[config.mk]
export PLATFORM = sky130hd
export DESIGN_NAME = gpio_irq_ctrl
export DESIGN_NICKNAME = d
export VERILOG_FILES = /design/src/rtl/gpio_irq_pkg.sv /design/src/rtl/gpio_pin_filter.sv /design/src/rtl/gpio_irq_ctrl.sv
export SDC_FILE = /design/constraint.sdc
export NUM_CORES = 1
export LEC_CHECK = 0
export CORE_ASPECT_RATIO = 1.75
export CORE_MARGIN = 2
export CORE_UTILIZATION = 40
export CTS_CLUSTER_SIZE = 10
export DETAILED_ROUTE_END_ITERATION = 6
export MAX_ROUTING_LAYER = met4
export PLACE_DENSITY = 0.67
export SYNTH_ARGS = -nofsm -noshare
export SYNTH_HDL_FRONTEND = slang
export SYNTH_HIERARCHICAL = 1
export SYNTH_SLANG_ARGS = --single-unit
[constraint.sdc]
create_clock -name clk -period 1.49 [get_ports clk]
set_clock_uncertainty 0.2 [all_clocks]
set_input_delay 0.149 -clock clk [delete_from_list [all_inputs] [get_ports clk]]
set_output_delay 0.149 -clock clk [all_outputs]
set_load 0.1 [all_outputs]
[src/rtl/gpio_irq_pkg.sv]
// Shared constants for the GPIO interrupt controller: register byte offsets
// and the bus data width.
package gpio_irq_pkg;

  localparam int DATA_W = 32;

  localparam logic [4:0] GPIO_IRQ_IE    = 5'h00;
  localparam logic [4:0] GPIO_IRQ_RISE  = 5'h04;
  localparam logic [4:0] GPIO_IRQ_FALL  = 5'h08;
  localparam logic [4:0] GPIO_IRQ_PEND  = 5'h0C;
  localparam logic [4:0] GPIO_IRQ_LEVEL = 5'h10;

endpackage

[src/rtl/gpio_pin_filter.sv]
// One GPIO pin: two-flop synchroniser, persistence glitch filter and
// single-cycle rise/fall pulses coincident with the filtered level update.
module gpio_pin_filter #(
  parameter int FILT_LEN = 4
) (
  input  logic clk,
  input  logic rst_n,
  input  logic pin_i,
  output logic level_o,
  output logic rise_o,
  output logic fall_o
);

  localparam int CNT_W = $clog2(FILT_LEN + 1);
  localparam logic [CNT_W-1:0] CNT_MAX = CNT_W'(FILT_LEN - 1);

  logic             sync1_q, sync2_q;
  logic             filt_q, filt_d;
  logic [CNT_W-1:0] cnt_q, cnt_d;
  logic             accept;

  always_ff @(posedge clk or negedge rst_n) begin
    if (!rst_n) begin
      sync1_q <= 1'b0;
      sync2_q <= 1'b0;
      filt_q  <= 1'b0;
      cnt_q   <= '0;
    end else begin
      sync1_q <= pin_i;
      sync2_q <= sync1_q;
      filt_q  <= filt_d;
      cnt_q   <= cnt_d;
    end
  end

  // Any cycle where the synchronised level agrees with the filtered level
  // restarts the count, so only an unbroken run of FILT_LEN cycles is accepted.
  always_comb begin
    filt_d = filt_q;
    cnt_d  = '0;
    accept = 1'b0;
    if (sync2_q != filt_q) begin
      if (cnt_q == CNT_MAX) begin
        accept = 1'b1;
        filt_d = sync2_q;
      end else begin
        cnt_d = cnt_q + 1'b1;
      end
    end
  end

  assign level_o = filt_q;
  assign rise_o  = accept & sync2_q;
  assign fall_o  = accept & ~sync2_q;

endmodule

[src/rtl/gpio_irq_ctrl.sv]
// GPIO interrupt controller: per-pin conditioning, edge-select and pending
// registers behind a single-cycle register bus, with a level interrupt output.
module gpio_irq_ctrl
  import gpio_irq_pkg::*;
#(
  parameter int NUM_PINS = 8,
  parameter int FILT_LEN = 4
) (
  input  logic                clk,
  input  logic                rst_n,
  input  logic [NUM_PINS-1:0] pin_i,
  input  logic                req_i,
  input  logic                we_i,
  input  logic [4:0]          addr_i,
  input  logic [DATA_W-1:0]   wdata_i,
  output logic [DATA_W-1:0]   rdata_o,
  output logic                ack_o,
  output logic                irq_o
);

  logic [NUM_PINS-1:0] ie_q, ie_d;
  logic [NUM_PINS-1:0] rise_q, rise_d;
  logic [NUM_PINS-1:0] fall_q, fall_d;
  logic [NUM_PINS-1:0] pend_q, pend_d;
  logic [DATA_W-1:0]   rdata_q, rdata_d;
  logic                ack_q;

  logic [NUM_PINS-1:0] level, riseEv, fallEv, setEv, clrMask;
  logic [4:0]          wordAddr;
  logic                unusedBits;

  for (genvar i = 0; i < NUM_PINS; i++) begin : g_pin
    gpio_pin_filter #(.FILT_LEN(FILT_LEN)) u_filter (
      .clk    (clk),
      .rst_n  (rst_n),
      .pin_i  (pin_i[i]),
      .level_o(level[i]),
      .rise_o (riseEv[i]),
      .fall_o (fallEv[i])
    );
  end

  assign wordAddr   = {addr_i[4:2], 2'b00};
  assign setEv      = (riseEv & rise_q) | (fallEv & fall_q);
  assign unusedBits = ^{addr_i[1:0], wdata_i};

  always_ff @(posedge clk or negedge rst_n) begin
    if (!rst_n) begin
      ie_q    <= '0;
      rise_q  <= '0;
      fall_q  <= '0;
      pend_q  <= '0;
      rdata_q <= '0;
      ack_q   <= 1'b0;
    end else begin
      ie_q    <= ie_d;
      rise_q  <= rise_d;
      fall_q  <= fall_d;
      pend_q  <= pend_d;
      rdata_q <= rdata_d;
      ack_q   <= req_i;
    end
  end

  // Read data is captured from pre-update register values; a new edge event
  // is OR-ed in after the W1C mask so it survives a same-cycle clear.
  always_comb begin
    ie_d    = ie_q;
    rise_d  = rise_q;
    fall_d  = fall_q;
    clrMask = '0;
    rdata_d = '0;
    if (req_i && we_i) begin
      case (wordAddr)
        GPIO_IRQ_IE:   ie_d    = wdata_i[NUM_PINS-1:0];
        GPIO_IRQ_RISE: rise_d  = wdata_i[NUM_PINS-1:0];
        GPIO_IRQ_FALL: fall_d  = wdata_i[NUM_PINS-1:0];
        GPIO_IRQ_PEND: clrMask = wdata_i[NUM_PINS-1:0];
        default: ;
      endcase
    end else if (req_i) begin
      case (wordAddr)
        GPIO_IRQ_IE:    rdata_d[NUM_PINS-1:0] = ie_q;
        GPIO_IRQ_RISE:  rdata_d[NUM_PINS-1:0] = rise_q;
        GPIO_IRQ_FALL:  rdata_d[NUM_PINS-1:0] = fall_q;
        GPIO_IRQ_PEND:  rdata_d[NUM_PINS-1:0] = pend_q;
        GPIO_IRQ_LEVEL: rdata_d[NUM_PINS-1:0] = level;
        default: ;
      endcase
    end
    pend_d = (pend_q & ~clrMask) | setEv;
  end

  assign rdata_o = rdata_q;
  assign ack_o   = ack_q;
  assign irq_o   = |(pend_q & ie_q);

endmodule

==> results of run 1 <==
==> final cells by class <==
type,count,share of cell area [%]
clock buffer,13,4.76
clock inverter,3,0.275
inverter,8,0.550
multi-input combinational,214,35.1
sequential,89,40.8
tap,127,2.91
timing repair buffer,83,15.6
==> per-layer routing <==
layer	routed length [µm]	vias to the layer above	global-route usage, %
met4	164	0	7.54
met1	3280	1351	18.9
li1	-	1256	-
met3	361	12	4.06
met5	0	-	-
met2	4530	68	27.0
==> synthesized netlist by cell type, types with 8 or more instances <==
cell type	number
dfrtp_1	89
buf_4	25
mux2_2	16
nand2_1	16
nand3b_1	16
and3b_2	15
mux2_4	15
a22oi_1	12
o21ai_0	9
a21oi_1	8
ha_1	8
inv_1	8
mux2i_1	8
nor2b_1	8
o21a_1	8
o32ai_1	8
xnor2_1	8
==> flip-flops by register name, summed over array words and instances (netlist names) <==
name	flops
g_pin.u_filter/cnt_q	24
fall_q	8
g_pin.u_filter/level_o	8
g_pin.u_filter/sync1_q	8
g_pin.u_filter/sync2_q	8
ie_q	8
pend_q	8
rdata_o	8
rise_q	8
ack_o	1
==> worst min-delay path by stage <==
stage               cells past startpoint  slack, ps                   endpoint
finish                                  1         40  g_pin[5].u_filter/sync1_q
detailed placement                      1       -120  g_pin[7].u_filter/sync1_q
global route                            1         30  g_pin[6].u_filter/sync1_q
floorplan                               0       -350                      ack_o
global placement                        1       -120  g_pin[7].u_filter/sync1_q
CTS                                     1         30  g_pin[1].u_filter/sync1_q
==> cells by family (layout without fill, tap and decap cells) <==
group,Yosys count,in the layout,share of synthesized area [%]
DFF,89,89,52.5
xor gates and xnor gates,8,8,1.65
other,1,24,0.0884
muxes,40,40,11.7
AOI/OAI and AO/OA,45,45,7.20
and+or+nand+nor,89,89,18.1
buffers and inverters,44,107,6.40
adders and majority gates,8,8,2.36
==> report_power, final <==
group | total (mW) | switching [mW] | internal (mW)
clock network | 2.08 | 0.870 | 1.21
registers | 3.51 | 0.508 | 3.00
logic | 2.57 | 1.25 | 1.32
==> metrics by stage <==
step                hold WS, ps  std cells
floorplan                  -347        347
global placement           -123        510
detailed placement         -122        510
CTS                        28.7        530
global route               30.5        537
finish                     43.1        537
==> timing repair <==
item	in CTS	in global routing
hold buffers	1	0
endpoints found under the setup margin	39	11
resized for setup	19	7
pin swaps	4	18
endpoints found under the hold margin	89	0
cloned	0	0
setup buffers	3	7
==> results_dict.tcl, run 1 <==
set metrics [dict create \
    rrSetupSlack_ps 40 \
    wirelength_um 8340 \
    crit_family "flip-flops" \
    drive_above_1_share_pct 40.5 \
    grt_pass1_wl_um 14000 \
    synth-async-reset-ratio_pct 100 \
    path_class "reg2out" \
    crit_required_ps 1140 \
    clk_pin_slew_ps 60 \
    io_pins 83 \
    ys_warn_count 6 \
    ys.flop_type "dfrtp_1" \
    crit_start "ie_q[6]" \
    crit_fanout 2 \
    dp_slack_ps -485 \
    grt_pass1_vias 2840 \
    maxCapViolCount 0 \
    rsz0062_at_grt "yes" \
    end_kind "output pin" \
    yosysTopAreaCellShare_pct 52.5 \
    antenna_left 0 \
    fin_util_pct 53.0 \
    timing.final.crit_share_pct 116 \
    antenna_cells 0 \
    p_total_mw 8.16 \
    fill_cells 859 \
    r2r_start "g_pin[7].u_filter/cnt_q[0]" \
    cts_tree "built" \
    layout_commonest_cell "dfrtp_1" \
    cts.htree.levels 3 \
    fin_area_mm2 0.00546 \
    wl_per_cell_um 15.5 \
    hold_start "pin_i[5]" \
    critPathSlowestCell "dfrtp_1" \
    place.port_buffers 32 \
    crit_cells 3 \
    fmax_mhz 581 \
    worstSetupEndpoint "irq_o" \
    hpwl_um 5780 \
    netlist_instances 324 \
    maxSlewViolCount 0 \
    synth_top_cell_by_area "dfrtp_1" \
    ys_seq_area_share_pct 52.5 \
    ir_worst_vdd_mv 0.848 \
    area_growth_pct 28.8 \
    tns_ps -231 \
    hold_path.class "in2reg" \
    synth_edf_count 0 \
    grt-ovfl-total 0 \
    avgViaCountPerCell 5.00 \
    power_density_mw_per_mm2 1490 \
    ys_top_cells_by_area "dfrtp_1, mux2_4, buf_4, mux2_2, and3b_2" \
    antenna_found_initial 0 \
    finalSetupViolCount 1 \
    numCtsBuffers 9 \
    worst_r2r_endpoint "pend_q[7]" \
    leakage_nw 2.51 \
    avgSynthCellArea_um2 13.1 \
    fp.dieArea_mm2 0.0115 \
    cp-start-kind "flop" \
    violations "setup timing" \
    place_congestion 0.782 \
    crit_chain "a22oi_2 -> nand4_1 -> buf_12" \
    final_cell_mix "dfrtp_1, buf_4, conb_1" \
    nNetsFinal 462 \
    clk_latency_ps 340 \
    start_util_pct 41.2 \
    multi_input_comb_area_mm2 0.00192 \
    core_area_mm2 0.0103 \
    arrival_ps 1370 \
    status "finished, violations left" \
    die_w_um 81.9 \
    ys_types 36 \
    grt_start_max_net_pins 35 \
    grtUsageTotal_pct 16.6 \
    finalHoldViolCount 0 \
    fp.dieH_um 140 \
    fin_ws_ps -231 \
    period_minus_slack_ps 1720 \
    std_cell_rows 49 \
    remaining_drc_errors 0 \
    cts_sinks 89 \
    placed_area_mm2 0.00501 \
    critPathBufInv 1 \
    dr.first_iter.drc_count 180 \
    first_pass_iters 4 \
    routed-via-count 2687 \
    cpPeakStageDelay_ps 390 \
    cts_root_buf "clkbuf_16" \
    ff_latch_area_mm2 0.00223 \
    reg2reg_depth 5 \
    ys_ff_latch 89 \
    synth_area_mm2 0.00424 \
    cts_max_path_buffers 2 \
]
No activity file was read; power rests on OpenSTA's default activity.
==> run 2, diff against run 1 <==
==> constraint.sdc (replaced) <==
create_clock -name clk -period 1.45 [get_ports clk]
set_clock_uncertainty 0.2 [all_clocks]
set_input_delay 0.145 -clock clk [delete_from_list [all_inputs] [get_ports clk]]
set_output_delay 0.145 -clock clk [all_outputs]
set_load 0.1 [all_outputs]
==> results_dict.tcl, run 2 (synthesis results as in run 1) <==
set metrics [dict create \
    status "finished, violations left" \
    violations "setup timing" \
    first_pass_iters 4 \
    antenna_found_initial 0 \
    place.port_buffers 32 \
    layout_commonest_cell "dfrtp_1" \
    fin_ws_ps -243 \
    finalSetupViolCount 1 \
    crit_required_ps 1110 \
    grt_pass1_wl_um 14000 \
    rsz0062_at_grt "yes" \
    crit_fanout 2 \
    place_inst 512 \
    fp.dieArea_mm2 0.0115 \
    cts_sinks 89 \
    fmax_mhz 591 \
    antenna_cells 0 \
    timing.final.crit_share_pct 117 \
    core_area_mm2 0.0103 \
    cts_max_path_buffers 2 \
    remaining_drc_errors 0 \
    start_util_pct 41.2 \
    cpPeakStageDelay_ps 400 \
    largest_reg_flops 24 \
    largest_register "g_pin.u_filter/cnt_q" \
    grtUsageTotal_pct 16.6 \
    worst_r2r_endpoint "pend_q[1]" \
    drive_above_1_share_pct 40.2 \
    end_kind "output pin" \
    period_minus_slack_ps 1690 \
    crit_chain "a22oi_2 -> nand4_1 -> buf_12" \
    grt-ovfl-total 0 \
    finalHoldViolCount 0 \
    clk_latency_ps 340 \
    area_growth_pct 28.5 \
    power_density_mw_per_mm2 1510 \
    r2r_start "g_pin[1].u_filter/cnt_q[0]" \
    worstSetupEndpoint "irq_o" \
    antenna_left 0 \
    leakage_nw 2.50 \
    die_w_um 81.9 \
    dp_slack_ps -523 \
    cts_tree "built" \
    avgViaCountPerCell 5.01 \
    path_class "reg2out" \
    routed-via-count 2690 \
    arrival_ps 1350 \
    cp-start-kind "flop" \
    wirelength_um 8420 \
    critPathSlowestCell "dfrtp_1" \
    final_cell_count_no_fill 537 \
    rrSetupSlack_ps 10 \
    crit_start "pend_q[6]" \
    dr.first_iter.drc_count 127 \
    std_cell_rows 49 \
    hpwl_um 6060 \
    ir_worst_vdd_mv 0.792 \
    hold_path.class "in2async" \
    place_congestion 0.839 \
    critPathBufInv 1 \
    maxCapViolCount 0 \
    io_pins 83 \
    crit_cells 3 \
    cts.htree.levels 3 \
    reg2reg_depth 5 \
    wl_per_cell_um 15.7 \
    grt_pass1_vias 2772 \
    maxSlewViolCount 0 \
    final_cell_mix "dfrtp_1, buf_4, conb_1" \
    numCtsBuffers 9 \
    nNetsFinal 466 \
    tns_ps -243 \
    fin_util_pct 52.9 \
    clk_pin_slew_ps 60 \
    fp.dieH_um 140 \
    crit_family "flip-flops" \
    cts_root_buf "clkbuf_16" \
    grt_start_max_net_pins 42 \
]
==> run 2: repair_timing <==
item | 4_1_cts | 5_1_grt
hold buffers | 1 | 0
pin swaps | 12 | 14
setup endpoints to repair | 42 | 17
setup buffers | 3 | 9
resized for setup | 15 | 9
cloned | 0 | 0
hold endpoints to repair | 89 | 0
==> run 2: worst min-delay path by stage <==
stage | to | from | slack [ps] | cells after the start
after detailed placement | g_pin[7].u_filter/sync1_q | rst_n | -170 | 1
after global routing | g_pin[6].u_filter/sync1_q | rst_n | 30 | 2
after CTS | g_pin[6].u_filter/sync1_q | rst_n | 10 | 2
after global placement | g_pin[7].u_filter/sync1_q | rst_n | -170 | 1
after floorplan | ack_o | rst_n | -350 | 0
final | rdata_o[4] | rst_n | 20 | 2
==> run 2: through the flow <==
stage,hold slack [ps],instance area [µm²],total power [mW]
finish,17.1,5450,8.24
detailed placement,-168,5020,6.14
global route,25.1,5450,8.74
CTS,10.0,5330,8.21
global placement,-169,5020,6.01
floorplan,-351,4340,5.28
==> run 2: layer usage <==
metal  global-route usage, %  vias up  wire length (µm)
li1                        -     1258                 -
met1                    19.1     1355              3320
met2                    27.0       69              4610
met3                    4.57        8               352
met4                    6.58        0               136
met5                       -        -                 0
==> run 2: power by group <==
group,switching [mW],internal [mW]
sequential,0.541,3.08
combinational,1.27,1.39
clock,0.845,1.11
==> run 2: area by class of cell <==
cell class	count	area, µm²
well taps	127	159
repair buffers	87	891
flip-flops and latches	89	2230
multi-input cells	214	1900
fillers	868	4850
inverters	8	30.0
clock inverters	2	10.0
clock buffers	10	229
==> run 3, diff against run 2 <==
--- a/config.mk
+++ b/config.mk
@@ -7,11 +7,11 @@
 export LEC_CHECK = 0
 export CORE_ASPECT_RATIO = 1.75
 export CORE_MARGIN = 2
-export CORE_UTILIZATION = 40
+export CORE_UTILIZATION = 47
 export CTS_CLUSTER_SIZE = 10
 export DETAILED_ROUTE_END_ITERATION = 6
 export MAX_ROUTING_LAYER = met4
-export PLACE_DENSITY = 0.67
+export PLACE_DENSITY = 0.76
 export SYNTH_ARGS = -nofsm -noshare
 export SYNTH_HDL_FRONTEND = slang
 export SYNTH_HIERARCHICAL = 1
==> results_dict.tcl, run 3 (synthesis results as in run 1) <==
set metrics [dict create \
    end_kind "output pin" \
    grt_start_max_net_pins 29 \
    largest_reg_flops 24 \
    io_pins 83 \
    p_total_mw 8.99 \
    routed-via-count 2788 \
    dr.first_iter.drc_count 169 \
    placed_area_mm2 0.00506 \
    place_congestion 0.848 \
    die_w_um 75.8 \
    clk_latency_ps 340 \
    grt_pass1_wl_um 13400 \
    avgViaCountPerCell 5.15 \
    drive_above_1_share_pct 42.7 \
    hold_path.class "in2reg" \
    cts.htree.levels 3 \
    critPathSlowestCell "dfrtp_1" \
    largest_register "g_pin.u_filter/cnt_q" \
    numCtsBuffers 9 \
    status "finished, violations left" \
    grt-ovfl-total 0 \
    wl_per_cell_um 15.7 \
    std_cell_rows 45 \
    antenna_found_initial 0 \
    remaining_drc_errors 0 \
    period_minus_slack_ps 1730 \
    cp-start-kind "flop" \
    crit_required_ps 1110 \
    crit_chain "a22oi_2 -> nand4_1 -> buf_12" \
    power_density_mw_per_mm2 1600 \
    final_cell_mix "dfrtp_1, buf_4, conb_1" \
    start_util_pct 48.6 \
    grt_pass1_vias 2830 \
    violations "setup timing" \
    cts_max_path_buffers 2 \
    finalHoldViolCount 0 \
    rsz0062_at_grt "yes" \
    leakage_nw 2.59 \
    fp.dieH_um 130 \
    core_area_mm2 0.00873 \
    fin_area_mm2 0.00562 \
    antenna_cells 0 \
    arrival_ps 1380 \
    path_class "reg2out" \
    timing.final.crit_share_pct 119 \
    maxCapViolCount 0 \
    fin_ws_ps -279 \
    place.port_buffers 32 \
    layout_commonest_cell "dfrtp_1" \
    cts_tree "built" \
    ir_worst_vdd_mv 0.799 \
    grtUsageTotal_pct 19.0 \
    finalSetupViolCount 2 \
    wirelength_um 8480 \
    nNetsFinal 477 \
    cts_root_buf "clkbuf_16" \
    fp.dieArea_mm2 0.00983 \
    first_pass_iters 4 \
    clk_pin_slew_ps 60 \
    cpPeakStageDelay_ps 410 \
    crit_fanout 2 \
    area_growth_pct 32.4 \
    antenna_left 0 \
    maxSlewViolCount 0 \
    hpwl_um 5790 \
    fmax_mhz 578 \
    cts_sinks 89 \
]
run 3: cell count changes in the layout (fill, tap and decap cells not counted), sizes merged:
cell	delta
clkinv	-2
bufinv	+2
inv	+1
clkbuf	+1
clkinvlp	+1
buf	+11
run 3: critical path, delay by kind of cell (launching register included):
kind | cells | cell delay (ps)
flip-flops | 1 | 410
buffers and inverters | 1 | 230
AND/OR/NAND/NOR | 1 | 200
AO/OA/AOI/OAI | 1 | 200
run 3: area by class of cell:
class | count | area [µm²]
fillers | 646 | 3110
flip-flops and latches | 89 | 2230
multi-input cells | 214 | 1910
repair buffers | 98 | 982
clock buffers | 11 | 243
well taps | 117 | 146
clock inverters | 4 | 76.3
inverters | 8 | 30.0
run 3: per-layer routing:
metal | wire [µm] | track usage [%]
met3 | 358 | 5.02
met2 | 4630 | 31.3
met1 | 3360 | 21.8
met4 | 134 | 6.91
met5 | 0 | -
run 3: where the power goes:
group	total, mW	internal, mW	switching (mW)
logic	2.87	1.54	1.34
registers	3.61	3.08	0.532
clock network	2.51	1.55	0.955
run 3: final timing paths:
path / endpoint / cells after the start / slack, ps / start
setup / recovery: irq_o / 3 / -280 / pend_q[2]
hold / removal: g_pin[5].u_filter/sync1_q / 1 / 30 / pin_i[5]
setup reg to reg: pend_q[7] / 5 / -20 / g_pin[7].u_filter/cnt_q[0]
hold reg to reg: g_pin[6].u_filter/sync2_q / 0 / 150 / g_pin[6].u_filter/sync1_q
max in group asynchronous: ack_o / 3 / 480 / rst_n
min in group asynchronous: g_pin[4].u_filter/cnt_q[2] / 2 / 70 / rst_n
run 3: what timing repair did:
item / 4_1_cts / 5_1_grt
gates cloned: 0 / 0
pin swaps: 16 / 4
gates resized for setup: 17 / 7
endpoints found under the setup margin: 42 / 14
buffers inserted: 9 / 10
hold buffers: 1 / 0
endpoints found under the hold margin: 89 / 0
run 3: per-stage QoR:
stage	TNS, ps	utilization [%]	hold slack (ps)	std cells	setup WS (ps)
6_report	-303	64.4	33.3	541	-279
5_1_grt	-667	64.4	36.7	541	-310
4_1_cts	-284	63.2	29.1	531	-276
3_5_place_dp	-15580	58.0	-98.2	506	-504
3_3_place_gp	-14670	58.0	-109	506	-506
2_1_floorplan	-360	-	-351	347	-360
==> patch 1, RTL diff (flow settings as in run 2) <==
Change the package constant `DATA_W` from 32 to 16.
--- a/src/rtl/gpio_irq_pkg.sv
+++ b/src/rtl/gpio_irq_pkg.sv
@@ -2,7 +2,7 @@
 // and the bus data width.
 package gpio_irq_pkg;
 
-  localparam int DATA_W = 32;
+  localparam int DATA_W = 16;
 
   localparam logic [4:0] GPIO_IRQ_IE    = 5'h00;
   localparam logic [4:0] GPIO_IRQ_RISE  = 5'h04;
Ports: changed (resized rdata_o and wdata_i); port bits go from 83 to 51. The function was not compared with the original's and may differ.
==> patch 1 against run 2 <==
- the run still ends with setup timing left
- routed wire length decreased by 4.3%
- worst setup slack got worse by 17 ps
- sequential cell count unchanged
- final area hardly changed
- total power is 2.7% higher
- fmax shrank 0.98%
- area after synthesis shrank 2.8%
- non-clock buffer count down 6
- synthesized cell count shrank 4.9%
- utilization up 0.66 points
- combinational power is 8.6% lower
- worst hold slack about the same
- critical endpoint unchanged
==> patch 1: results (changes against run 2) <==
[yosys]
ys_seq_area_share_pct=54.0  ; was 52.5%
muxShareOfSynthArea_pct=12.0  ; was 11.7%
avgSynthCellArea_um2=13.4  ; was 13.1 um2
yosys-top-cells-area=dfrtp_1, mux2_4, mux2_2, and3b_2, nand3b_1  ; was dfrtp_1, mux2_4, buf_4, mux2_2, and3b_2
synth-adder-area-share_pct=2.43  ; was 2.36%
ys_top_cells_by_count=dfrtp_1, mux2_2, nand2_1, nand3b_1  ; was dfrtp_1, buf_4, mux2_2, nand2_1, nand3b_1

[timing]
whs_ps=17.2  ; was 17.1 ps
tns_ps=-260  ; was -243 ps
fin_ws_ps=-260  ; was -243 ps
setup_viol=1  ; unchanged

[global_route]
use_met2_pct=26.8  ; was 27.0%
grt_pass1_vias=2796  ; was 2,772
grt_use_total_pct=16.1  ; was 16.6%
grt_start_max_net_pins=40  ; was 42
grt_pass1_wl_um=13500  ; was 14,000 um
use_met1_pct=18.3  ; was 19.1%
use_met3_pct=2.35  ; was 4.57%

[routing]
vias_per_cell=5.09  ; was 5.01
dr_wl_met3_um=207  ; was 352 um
vias=2639  ; was 2,690
drt-initial-drc-count=183  ; was 127
avgRoutedWirePerCell_um=15.6  ; was 15.7 um

[setup_path]
slowest_delay_ps=420  ; was 400 ps
crit_path_max_fanout=3  ; was 2

[placed_design]
gp_congestion=0.786  ; was 0.839
dpl.hpwl_um=5710  ; was 6060 um
post-place-ws_ps=-506  ; was -523 ps

[power]
clkPwrFrac_pct=28.6  ; was 23.8%
p_seq_share_pct=42.7  ; was 44.0%
p_sw_share_pct=29.3  ; was 32.2%
p_leak_nw=2.47  ; was 2.50 nW
ir_drop_v=0.000834  ; was 0.000792 V

[run_status]
status=finished, violations left  ; unchanged
violations=setup timing  ; unchanged

[final_layout]
num-nets-final=428  ; was 466

[patch 1: repair_timing]
| action | CTS | global route |
|---|---|---|
| endpoints found under the setup margin | 42 | 14 |
| cloned | 0 | 0 |
| hold buffers | 1 | 0 |
| endpoints found under the hold margin | 89 | 0 |
| buffers inserted | 1 | 6 |
| resized for setup | 16 | 10 |
| pin swaps | 12 | 7 |
[patch 1: path summary, 6_finish.rpt]
kind                                            startpoint  depth (start not counted)                   endpoint
worst min register to register   g_pin[6].u_filter/sync1_q                          0  g_pin[6].u_filter/sync2_q
worst max-delay path                             pend_q[2]                          3                      irq_o
max in group asynchronous                            rst_n                          3                 rdata_o[2]
min in group clk                                  pin_i[1]                          1  g_pin[1].u_filter/sync1_q
worst min-delay path                                 rst_n                          2                    ie_q[3]
worst max register to register  g_pin[6].u_filter/cnt_q[0]                          5                  pend_q[6]
[patch 1: through the flow]
stage / total power (W) / cell area [um2]
6_report: 0.00847 / 5450
5_1_grt: 0.00896 / 5450
4_1_cts: 0.00846 / 5370
3_5_place_dp: 0.00595 / 4990
3_3_place_gp: 0.00585 / 4990
2_1_floorplan: 0.00507 / 4160
[patch 1: cells by family (layout without fill, tap and decap cells)]
logic type | after synthesis | in the layout
DFF | 89 | 89
and+or+nand+nor | 89 | 89
AOI/OAI and AO/OA | 45 | 45
muxes | 40 | 40
buffers and inverters | 28 | 104
adders and majority gates | 8 | 8
xor gates and xnor gates | 8 | 8
other | 1 | 8
[patch 1: cell type report]
| cell class | instances | area [um2] |
|---|---|---|
| fillers | 863 | 4720 |
| inverters | 8 | 30.0 |
| well taps | 127 | 159 |
| clock buffers | 12 | 246 |
| flip-flops and latches | 89 | 2230 |
| multi-input cells | 198 | 1850 |
| repair buffers | 81 | 878 |
| clock inverters | 3 | 65.1 |
==> patch 2, RTL diff (flow settings as in run 2) <==
Without the edit above. Reset style: synchronous (`rst_n`), changed in 2 clocked blocks.
--- a/src/rtl/gpio_pin_filter.sv
+++ b/src/rtl/gpio_pin_filter.sv
@@ -19,7 +19,7 @@
   logic [CNT_W-1:0] cnt_q, cnt_d;
   logic             accept;
 
-  always_ff @(posedge clk or negedge rst_n) begin
+  always_ff @(posedge clk) begin
     if (!rst_n) begin
       sync1_q <= 1'b0;
       sync2_q <= 1'b0;
--- a/src/rtl/gpio_irq_ctrl.sv
+++ b/src/rtl/gpio_irq_ctrl.sv
@@ -44,7 +44,7 @@
   assign setEv      = (riseEv & rise_q) | (fallEv & fall_q);
   assign unusedBits = ^{addr_i[1:0], wdata_i};
 
-  always_ff @(posedge clk or negedge rst_n) begin
+  always_ff @(posedge clk) begin
     if (!rst_n) begin
       ie_q    <= '0;
       rise_q  <= '0;
Formal check against the unedited RTL: differs if rst_n is asserted again (counterexample within 4 cycles, from zero or initial values and one cycle with rst_n low); with rst_n held inactive, the same outputs for 4 cycles.
==> patch 2 against run 2 <==
- the run still ends with setup timing left
- worst setup slack improved by 55 ps
- sequential share of layout area fell by 7.9 points
- global-route usage rose by 2.3 points
- register-to-register slack got worse by 60 ps
- area after synthesis fell by 3.0%
- final area rose by 0.92%
- count of clock-buffer cells in the layout rose by 3
- worst hold slack improved by 92 ps
- routed wire length rose by 18%
- sequential cell count did not move
- critical endpoint unchanged
Power is not compared: it rests on default switching activity, and its combinational part moved more than twofold at a synthesized area within 25%.
==> patch 2: results (changes against run 2) <==
[run_status]
status=finished, violations left  ; unchanged
violations=setup timing  ; unchanged

[routing]
drt-initial-drc-count=190  ; was 127
vias=3253  ; was 2,690
wirelength_um=9940  ; was 8420 um

[power]
combinationalPower_w=0.000662
ir_drop_v=0.000659
combPwrFrac_pct=12.0
seq_power_w=0.00251
p_leak_nw=2.09
p_switching_w=0.00142

[global_route]
antenna_found_initial=0  ; unchanged
grt_use_total_pct=18.9  ; was 16.6%
grt_start_max_net_pins=56  ; was 42
grt_pass1_wl_um=15700  ; was 14,000 um
grt_pass1_vias=3172  ; was 2,772

[clocking]
clkTransAtPathRegs_ps=60  ; about the same
cts_buffer_depth=2  ; unchanged
root_buffer=clkbuf_16  ; unchanged
cts.htree.levels=3  ; unchanged
cts-resized-gates=40  ; was 15
cts_setup_buffers=1  ; was 3
numCtsBuffers=9  ; unchanged

[yosys]
synth-adder-area-share_pct=4.87  ; was 2.36%
yosysWarnings=6  ; unchanged
synth_xor_area_share_pct=1.70  ; was 1.65%
yosys-top-cells-area=dfxtp_1, buf_4, ha_1, mux2i_1, nor4b_1  ; was dfrtp_1, mux2_4, buf_4, mux2_2, and3b_2
ys_async_sr_fraction_pct=0  ; was 100%
ys_top_cells_by_count=dfxtp_1, buf_4, nand2_1  ; was dfrtp_1, buf_4, mux2_2, nand2_1, nand3b_1
yosys.cell_types.count=38  ; was 36
ys_seq_area_share_pct=43.3  ; was 52.5%
muxShareOfSynthArea_pct=3.89  ; was 11.7%
synth_compound_area_share_pct=13.9  ; was 7.20%

[timing]
setup_viol=9  ; was 1
fin_ws_ps=-188  ; was -243 ps

[setup_path]
crit_path_max_fanout=3  ; was 2
arrival_ps=1290  ; was 1350 ps

[final_layout]
largest_reg_flops=24  ; unchanged
num-nets-final=562  ; was 466
drive_above_1_share_pct=26.1  ; was 40.2%
top_register=g_pin.u_filter/cnt_q  ; unchanged

[worst_hold_path]
hp-class=input pin to flip-flop  ; was input pin to async pin

[placed_design]
dpl.hpwl_um=6680  ; was 6060 um
gp_congestion=0.863  ; was 0.839
portBuffers=32  ; unchanged

==> patch 2: worst max-delay path, stage by stage, from the launching register on <==
cell and delay [ps]:
dfxtp_2 330, a22oi_2 190, nand4_1 200, buf_12 220
==> patch 2: worst paths after layout <==
path,start,to,slack (ps),depth (start not counted)
worst max-delay path,ie_q[1],irq_o,-190,3
worst min-delay path,rst_n,g_pin[3].u_filter/level_o,110,3
worst max register to register,g_pin[7].u_filter/cnt_q[0],pend_q[7],-50,6
worst min register to register,g_pin[3].u_filter/sync1_q,g_pin[3].u_filter/sync2_q,230,1
==> patch 2: final cells by class <==
class / instances / area, um2
clock buffer: 13 / 260
clock inverter: 2 / 37.5
fill: 925 / 4680
inverter: 17 / 63.8
multi-input combinational: 304 / 2350
sequential: 89 / 1810
tap: 127 / 159
timing repair buffer: 76 / 817
==> patch 2: metrics by stage <==
step,setup TNS [ps],cell area [um2],worst slack [ps],instances
floorplan,-435,4280,-285,453
detailed placement,-12970,4890,-378,606
finish,-477,5500,-188,628
global route,-1060,5500,-229,628
global placement,-12120,4890,-354,606
CTS,-471,5360,-197,622
==> patch 2: cells by family after synthesis <==
logic type / Yosys count
AND/OR/NAND/NOR: 155
AO/OA/AOI/OAI: 85
XOR/XNOR: 8
buffers and inverters: 60
other: 1
multiplexers: 16
flip-flops: 89
adder cells (fa/ha/maj): 16
==> patch 2: metal layers <==
| layer | up-vias | global-route usage (%) | wire length (um) |
|---|---|---|---|
| met2 | 84 | 33.6 | 5450 |
| met1 | 1549 | 20.1 | 3850 |
| met3 | 18 | 3.13 | 374 |
| met5 | - | - | 0 |
| li1 | 1602 | - | - |
| met4 | 0 | 7.76 | 255 |
